$ cat src/rtl/if_fetch_ctrl_pkg.sv
// rtl/if_fetch_ctrl_pkg.sv - shared constants and state encoding for the IF fetch controller
package if_fetch_ctrl_pkg;

  localparam logic [31:0] IF_INIT_ADDR    = 32'h0000_3000;
  localparam logic [31:0] IF_HANDLER_ADDR = 32'h0000_4180;
  localparam logic [31:0] IF_IM_BEGIN     = 32'h0000_3000;
  localparam logic [31:0] IF_IM_END       = 32'h0000_4FFF;
  localparam int          IF_ADDR_W       = 11;

  typedef enum logic [1:0] {
    ST_BOOT = 2'd0,
    ST_RUN  = 2'd1,
    ST_LOAD = 2'd2
  } state_t;

endpackage

$ cat src/rtl/if_fetch_ctrl_im_addr_check.sv
// rtl/if_fetch_ctrl_im_addr_check.sv - alignment/range check and BRAM word index of a byte address
module if_fetch_ctrl_im_addr_check
  import if_fetch_ctrl_pkg::*;
#(
  parameter logic [31:0] LO_ADDR = IF_IM_BEGIN,
  parameter logic [31:0] HI_ADDR = IF_IM_END,
  parameter int          ADDR_W  = IF_ADDR_W
) (
  input  logic [31:0]       addr,
  output logic              legal,
  output logic [ADDR_W-1:0] index
);

  logic aligned;
  logic in_range;

  assign aligned  = (addr[1:0] == 2'b00);
  assign in_range = (addr >= LO_ADDR) && (addr <= HI_ADDR);
  assign legal    = aligned && in_range;
  // Illegal addresses map to word 0 so the BRAM port never sees a stray index
  assign index    = legal ? (addr[ADDR_W+1:2] - LO_ADDR[ADDR_W+1:2]) : '0;

endmodule

$ cat src/rtl/if_fetch_ctrl.sv
// rtl/if_fetch_ctrl.sv - IF stage PC/BRAM sequencer with boot-time loader arbitration
// Optional Fetch_Count output enabled by defining FETCH_COUNT_EN.
module if_fetch_ctrl
  import if_fetch_ctrl_pkg::*;
#(
  parameter logic [31:0] INIT_ADDR    = IF_INIT_ADDR,
  parameter logic [31:0] HANDLER_ADDR = IF_HANDLER_ADDR,
  parameter logic [31:0] IM_BEGIN     = IF_IM_BEGIN,
  parameter logic [31:0] IM_END       = IF_IM_END,
  parameter int          ADDR_W       = IF_ADDR_W
) (
  input  logic              Clock,
  input  logic              Reset,
  input  logic              Enable,
  input  logic              Branch_Jump,
  input  logic [31:0]       PC_Update,
  input  logic              Handler,
  input  logic              Load_Mode,
  input  logic              Load_Req,
  input  logic [31:0]       Load_Addr,
  input  logic [31:0]       Load_Data,
  output logic              Load_Ack,
  output logic [ADDR_W-1:0] Im_Addr,
  output logic              Im_En,
  output logic              Im_We,
  output logic [31:0]       Im_Din,
  input  logic [31:0]       Im_Dout,
  output logic [31:0]       PC,
  output logic [31:0]       PC4,
  output logic [31:0]       Instr,
  output logic              Valid,
  output logic              IF_Error
`ifdef FETCH_COUNT_EN
  ,
  output logic [31:0]       Fetch_Count
`endif
);

  state_t            state, state_nxt;
  logic [31:0]       pc, pc_nxt;
  logic              valid, valid_nxt;
  logic              pc_err;
  logic              load_ack;
  logic              fetch;
  logic              nxt_legal, load_legal;
  logic [ADDR_W-1:0] nxt_index, load_index;

  if_fetch_ctrl_im_addr_check #(.LO_ADDR(IM_BEGIN), .HI_ADDR(IM_END), .ADDR_W(ADDR_W)) u_chk_fetch (
    .addr  (pc_nxt),
    .legal (nxt_legal),
    .index (nxt_index)
  );

  if_fetch_ctrl_im_addr_check #(.LO_ADDR(IM_BEGIN), .HI_ADDR(IM_END), .ADDR_W(ADDR_W)) u_chk_load (
    .addr  (Load_Addr),
    .legal (load_legal),
    .index (load_index)
  );

  always_ff @(posedge Clock or negedge Reset) begin
    if (!Reset) begin
      state    <= ST_BOOT;
      pc       <= INIT_ADDR;
      valid    <= 1'b0;
      pc_err   <= 1'b0;
      load_ack <= 1'b0;
    end else begin
      state    <= state_nxt;
      pc       <= pc_nxt;
      valid    <= valid_nxt;
      pc_err   <= ~nxt_legal;
      load_ack <= (state == ST_LOAD) && Load_Req;
    end
  end

  // Next-PC selection; fetch marks a cycle where the PC moves and BRAM must read
  always_comb begin
    state_nxt = state;
    pc_nxt    = pc;
    valid_nxt = valid;
    fetch     = 1'b0;
    case (state)
      ST_BOOT: begin
        pc_nxt = INIT_ADDR;
        fetch  = 1'b1;
        if (Load_Mode) begin
          state_nxt = ST_LOAD;
          valid_nxt = 1'b0;
        end else begin
          state_nxt = ST_RUN;
          valid_nxt = 1'b1;
        end
      end
      ST_RUN: begin
        if (Load_Mode) begin
          state_nxt = ST_LOAD;
          valid_nxt = 1'b0;
        end else if (Handler) begin
          pc_nxt = HANDLER_ADDR;
          fetch  = 1'b1;
        end else if (Enable) begin
          pc_nxt = Branch_Jump ? PC_Update : pc + 32'd4;
          fetch  = 1'b1;
        end
      end
      ST_LOAD: begin
        valid_nxt = 1'b0;
        if (!Load_Mode) begin
          state_nxt = ST_BOOT;
          pc_nxt    = INIT_ADDR;
        end
      end
      default: begin
        state_nxt = ST_BOOT;
        pc_nxt    = INIT_ADDR;
        valid_nxt = 1'b0;
      end
    endcase
  end

  always_comb begin
    Im_En   = 1'b0;
    Im_We   = 1'b0;
    Im_Addr = '0;
    if (state == ST_LOAD) begin
      if (Load_Req && load_legal) begin
        Im_En   = 1'b1;
        Im_We   = 1'b1;
        Im_Addr = load_index;
      end
    end else if (fetch && nxt_legal) begin
      Im_En   = 1'b1;
      Im_Addr = nxt_index;
    end
  end

  assign Im_Din   = Load_Data;
  assign Load_Ack = load_ack;
  assign PC       = pc;
  assign PC4      = pc + 32'd4;
  assign Valid    = valid;
  assign IF_Error = pc_err;
  assign Instr    = (valid && !pc_err) ? Im_Dout : 32'd0;

`ifdef FETCH_COUNT_EN
  logic [31:0] fetch_count;

  always_ff @(posedge Clock or negedge Reset) begin
    if (!Reset) begin
      fetch_count <= 32'd0;
    end else if (state_nxt == ST_LOAD && state != ST_LOAD) begin
      fetch_count <= 32'd0;
    end else if (state == ST_RUN && Im_En) begin
      fetch_count <= fetch_count + 32'd1;
    end
  end

  assign Fetch_Count = fetch_count;
`endif

endmodule

$ cat config.mk
export PLATFORM = sky130hd
export DESIGN_NAME = if_fetch_ctrl
export DESIGN_NICKNAME = d
export VERILOG_FILES = /design/src/rtl/if_fetch_ctrl_pkg.sv /design/src/rtl/if_fetch_ctrl_im_addr_check.sv /design/src/rtl/if_fetch_ctrl.sv
export SDC_FILE = /design/constraint.sdc
export NUM_CORES = 1
export LEC_CHECK = 0
export BUFFER_PORTS_ARGS = -buffer_cell sky130_fd_sc_hd__buf_4
export CAP_MARGIN = 15
export CORE_AREA = 2 2 108 110
export CTS_CLUSTER_SIZE = 20
export DETAILED_ROUTE_END_ITERATION = 6
export DIE_AREA = 0 0 110 112
export GPL_ROUTABILITY_DRIVEN = 0
export HOLD_SLACK_MARGIN = 0.08
export PLACE_DENSITY_LB_ADDON = 0.2
export SETUP_SLACK_MARGIN = 0.05
export SYNTH_ARGS = -nofsm -noshare
export SYNTH_HDL_FRONTEND = slang
export SYNTH_SLANG_ARGS = --single-unit
$ cat constraint.sdc
create_clock -name Clock -period 6.2 [get_ports Clock]
set_input_delay 1.55 -clock Clock [delete_from_list [all_inputs] [get_ports Clock]]
set_output_delay 1.55 -clock Clock [all_outputs]
set_load 0.005 [all_outputs]
# Word-level counts from Yosys, hierarchy flattened
# Index checks and enable logic that the tools add are counted.
[word_totals]
regBits = 37
output_inout_bits = 144
input_bits = 135
elab_cells = 57
[op_classes]
order_cmp = 4
reduce_logical = 13
bitwise = 1
n_mux = 27
eq_ne = 4
n_addsub = 3
[ops]
columns = ["op", "n"]
rows = [
  ["two-way mux 32 bit", 6],
  ["greater-or-equal comparator 32 x 14 -> 1 bit (second input constant)", 2],
  ["<= comparator 32 x 15 -> 1 bit (second input constant)", 2],
  ["one-hot mux 32 bit (2 select lines)", 1],
  ["two-way mux 11 bit", 5],
  ["adder 32 x 3 -> 32 bit (second input constant)", 1],
  ["subtractor 11 bit (second input constant)", 2],
  ["two-way mux 1 bit", 9],
  ["logical AND 1 bit", 8],
  ["logical NOT 2 bit", 3],
  ["two-way mux 2 bit", 3],
  ["one-hot mux 2 bit (3 select lines)", 1],
  ["inequality test 2 bit (second input constant)", 2],
  ["one-hot mux 1 bit (2 select lines)", 2],
  ["== test 2 x 1 -> 1 bit (second input constant)", 1],
  ["== test 2 bit (second input constant)", 1],
  ["AND reduction 2 bit", 1],
  ["logical NOT 1 bit", 1],
  ["inverter 1 bit", 1],
]

# Longest topological paths before layout
[logic_depth]
ltp_word = 12
ltp_mapped = 13
mapped_depth_nobuf = 10

# Cells and area by module
# From an unflattened synthesis, not the netlist that was laid out.
[hier_totals]
cells_unflattened = 514
hier_area_um2 = 3922.5
[by_module_without_submodules]
columns = ["module", "n_inst", "cells_per_inst", "seq_area_each_um2", "area_each_um2"]
rows = [
  ["if_fetch_ctrl", 1, 440, 928.4, 3464.6],
  ["if_fetch_ctrl_im_addr_check", 2, 37, 0.0, 229.0],
]

# Worst setup path before layout
# No wires, ideal clock.
[synth_path]
path_kind = "input port to output port"
from = "input port Load_Mode"
to = "output port Im_Addr[2]"
path_stages = 11
required_time_ns = 4.650
path_slack_ns = 0.689
n_path_buf = 3
arrival_ns = 3.961
path_cell_list = "clkbuf_1 nand4bb_1 clkbuf_1 or3_1 nor2_1 mux2_4 a211o_1 or4_4 a221oi_4 buf_6 a32o_1"
[synth_between]
elab_chain_len = 8
word_cells_on_any_way = 15
classes_between = "add/sub: 1; order compare: 2; mux: 8; reduce/logical: 4"
[synth_rtl]
columns = ["element", "line_no", "text"]
rows = [
  ["from (decl)", "if_fetch_ctrl.sv:18", "input logic Load_Mode,"],
  ["two-way mux 32 bit (on tied branches)", "if_fetch_ctrl.sv:108, if_fetch_ctrl.sv:95", ""],
  ["one-hot mux 32 bit (2 select lines)", "if_fetch_ctrl.sv:82", "case (state)"],
  ["greater-or-equal comparator 32 x 14 -> 1 bit / <= comparator 32 x 15 -> 1 bit (equally long branches)", "if_fetch_ctrl_im_addr_check.sv:18", "assign in_range = (addr >= LO_ADDR) && (addr <= HI_ADDR);"],
  ["logical AND 1 bit", "if_fetch_ctrl_im_addr_check.sv:18", ""],
  ["logical AND 1 bit", "if_fetch_ctrl_im_addr_check.sv:19", "assign legal = aligned && in_range;"],
  ["two-way mux 11 bit / logical AND 1 bit (equally long branches)", "if_fetch_ctrl_im_addr_check.sv:21, if_fetch_ctrl.sv:131", ""],
  ["two-way mux 11 bit (*)", "if_fetch_ctrl.sv:131", "end else if (fetch && nxt_legal) begin"],
  ["two-way mux 11 bit (*)", "if_fetch_ctrl.sv:125", "if (state == ST_LOAD) begin"],
  ["to (decl)", "if_fetch_ctrl.sv:23", "output logic [ADDR_W-1:0] Im_Addr,"],
]
# Every way passes the cells marked *; elsewhere a longest branch is shown, timed or not.

# Worst setup path after layout
[layout_path]
from = "input port Load_Mode"
to = "output port Im_Addr[1]"
[layout_between]
elab_chain_len = 8
word_cells_on_any_way = 15
classes_between = "add/sub: 1; order compare: 2; mux: 8; reduce/logical: 4"
[layout_rtl]
columns = ["element", "line_no", "text"]
rows = [
  ["two-way mux 32 bit (on tied branches)", "if_fetch_ctrl.sv:108, if_fetch_ctrl.sv:95", ""],
  ["one-hot mux 32 bit (2 select lines) (*)", "if_fetch_ctrl.sv:82", ""],
  ["via pc_nxt[0]", "if_fetch_ctrl.sv:40", "logic [31:0] pc, pc_nxt;"],
  ["greater-or-equal comparator 32 x 14 -> 1 bit / <= comparator 32 x 15 -> 1 bit (equally long branches)", "if_fetch_ctrl_im_addr_check.sv:18", ""],
  ["logical AND 1 bit", "if_fetch_ctrl_im_addr_check.sv:18", ""],
  ["logical AND 1 bit (*)", "if_fetch_ctrl_im_addr_check.sv:19", ""],
  ["two-way mux 11 bit / logical AND 1 bit (equally long branches)", "if_fetch_ctrl_im_addr_check.sv:21, if_fetch_ctrl.sv:131", ""],
  ["two-way mux 11 bit (*)", "if_fetch_ctrl.sv:131", ""],
  ["two-way mux 11 bit (*)", "if_fetch_ctrl.sv:125", ""],
]
# The timed path passes the listed nets; every way through them passes the cells marked *.

==> out/qor.csv <==
metric,value,unit
start_kind,primary input,
required,4.65,ns
synthTopCellsByArea,"dfrtp_1 23%, and2_1 7.6%, buf_4 6.6%, nand2_1 4.1%, xnor2_1 3.8%",
regToRegStartpoint,PC[13],
worstHoldPathType,reg2reg,
pwr-share-clk,0.244,
viasPerCell,5.602,
ys_types,68,
cts_setup_buffers,0,
combinationalPowerShare,0.507,
netlist.area_leader.share,0.2262,
dp_hpwl,12290,µm
syn-instance-count,499,
vias,4515,
first_pass_iters,5,
syn-cell-area,3871,µm²
worstSetupPathType,in2out,
cts.sinks,37,
reg2reg_depth,8,
hold_viol_final,0,
overflow,0,
max-cap-violations,0,
core_area,11170,µm²
groute.usage.overall,0.2497,
ys_ff_latch,37,
clockRootBuffer,clkbuf_16,
post_drt_wl_per_cell,19.79,µm
worstHoldStart,Valid,
start_util,0.3464,
crit_chain,"buf_4, nand4bb_1, nor2_1, a32o_1, nor3_1, o21ai_0, or4_4, a221oi_4, a32o_1, buf_4",
avgSynthCellArea,7.758,µm²
grt_pass1_wl,23630,µm
cp.buffers_inverters,2,
cts_max_level,2,
ir_worst_vdd,0.0001415,V
critPathMaxFanout,18,
ys.warnings.count,0,
holdPathEnd,Valid,
worstMarginPinSlew,0.6913,ns
dieHeight,112,µm
io_pins,279,
outcome,"complete, no violations",
io_buffer_count,214,
cts_buffers,5,
p_leak,2.643,nW
whs_path_depth,2,
die_x,110,µm
r2r_end,IF_Error,
hold_slack,0.5545,ns
p_int,761.2,µW
cts.repair.resized,0,
antenna_cells,0,
p_sw,493.1,µW
rsz0062_at_grt,false,
critPathCaptureType,primary output,
fin_tns_setup,0,ns
clk_path_buf_depth,2,
yosys.area.top_type,dfrtp_1,
layout-drive-gt1-share,0.3846,
p_per_area,227.3,nW/µm²
max_freq,168.3,MHz
antenna_found_initial,0,
synthArstFlopShare,1.000,
area.sequential,928.4,µm²
fin_crit,5.942,ns
synthMostInstantiatedCell,and2_1,
period_share,0.9584,
nets,801,
finClkSkew,0.008237,ns
critPathTopFamily,compound AO/OA/AOI/OAI gates,
crit_path_top_delay_cell,or4_4,
maxSlewHeadroom,0.5356,
drt_iter0_markers,313,
ys.flop_type,dfrtp_1,
multi_input_area,2475,µm²
rows,39,
drc_errors,0,
final.fill_count,1108,
ant_nets,0,
reg2reg_slack,2.51,ns
seq_power_share,0.250,
cts_tree,done,
yosysSeqAreaShare,0.2398,
worst_ep_arrival_time,4.39,ns
area_delta_synth_final,42.57,%
syn_nets,638,
die_area,12320,µm²
swShare,0.3931,
clkTransAtPathRegs,0.06,ns
final_max_slew_viol_count,0,
clkLatencyLatePin,0.29,ns
cts_hold_buf,0,
routed_wirelength,15950,µm
first_global_vias,4380,
setup_violations,0,
synth-edff-count,0,
grt_max_degree,41,
cpPeakStageDelay,0.54,ns
synth_commonest_cells,"47 x and2_1, 42 x nand2_1, 37 x nor2_1",
## layout make-up
type                            count  area share
Clock buffer                        6     0.02516
Tap cell                          143     0.03242
Inverter                           19     0.01292
Sequential cell                    37      0.1682
Clock inverter                      2    0.006801
Timing Repair Buffer              225      0.3061
Multi-Input combinational cell    374      0.4484
## how the worst max path moves through the flow
stage                     slack (ns)   startpoint  cells past startpoint           to
after detailed placement        0.17       Enable                      9   Im_Addr[1]
final                           0.26    Load_Mode                     10   Im_Addr[1]
after global placement          0.30       Enable                      8  Im_Addr[10]
after floorplan                 0.69    Load_Mode                     11   Im_Addr[2]
after CTS                        0.1       Enable                      9   Im_Addr[1]
after global routing            0.12  Branch_Jump                     10   Im_Addr[5]
## cell families after synthesis
family	count (synthesis)	synth area share
AOI/OAI and AO/OA	116	0.2211
xor gates and xnor gates	28	0.06335
adders and majority gates	4	0.01293
buffers and inverters	88	0.1225
DFF	37	0.2398
muxes	8	0.02295
and+or+nand+nor	218	0.3174
## tightest hold or removal path, cell delays in order, from the launching register on
cell     delay (ns)
dfrtp_1        0.36
a21oi_1        0.07
nor2_1         0.08
## sequential cells by signal, summed over array words and instances (netlist names)
register  count
IF_Error      1
state         2
Load_Ack      1
Valid         1
PC           32
## power groups by stage
| stage | sequential, mW | clock, mW | combinational (mW) |
|---|---|---|---|
| 2_1_floorplan | 0.304 | 0 | 0.365 |
| 3_3_place_gp | 0.317 | 0 | 0.626 |
| 6_report | 0.314 | 0.305 | 0.635 |
| 5_1_grt | 0.316 | 0.319 | 0.699 |
| 3_5_place_dp | 0.317 | 0 | 0.628 |
| 4_1_cts | 0.313 | 0.308 | 0.630 |
## per-stage QoR
stage | util | worst slack, ns | power, mW | instances | cell area [µm²]
3_5_place_dp | 0.4776 | 0.1683 | 0.9450 | 798 | 5336
3_3_place_gp | 0.4776 | 0.2977 | 0.9423 | 798 | 5336
5_1_grt | 0.4939 | 0.1201 | 1.334 | 806 | 5519
6_report | 0.4939 | 0.2576 | 1.254 | 806 | 5519
2_1_floorplan | - | 0.6895 | 0.6685 | 499 | 3871
4_1_cts | 0.4933 | 0.09527 | 1.252 | 806 | 5513
## layer usage
metal	routed length [µm]	up-vias	global-route usage
met5	0	-	0
met4	366	0	0.08608
met3	1436	19	0.04742
met2	8236	264	0.4450
met1	5908	2149	0.2937
li1	-	2083	-
## cell usage in the layout (no fill, tap or decap), types with 10 or more instances in the layout
master	n
buf_4	225
nand2_1	42
nand3_1	21
nor2_1	37
xor2_1	11
dfrtp_1	35
o21ai_0	18
nor4_1	12
a21oi_1	26
xnor2_1	17
and2_1	47
a32o_1	14
nor3_1	15
o211ai_1	10
inv_1	18
Power figures use the tool's default switching activity.
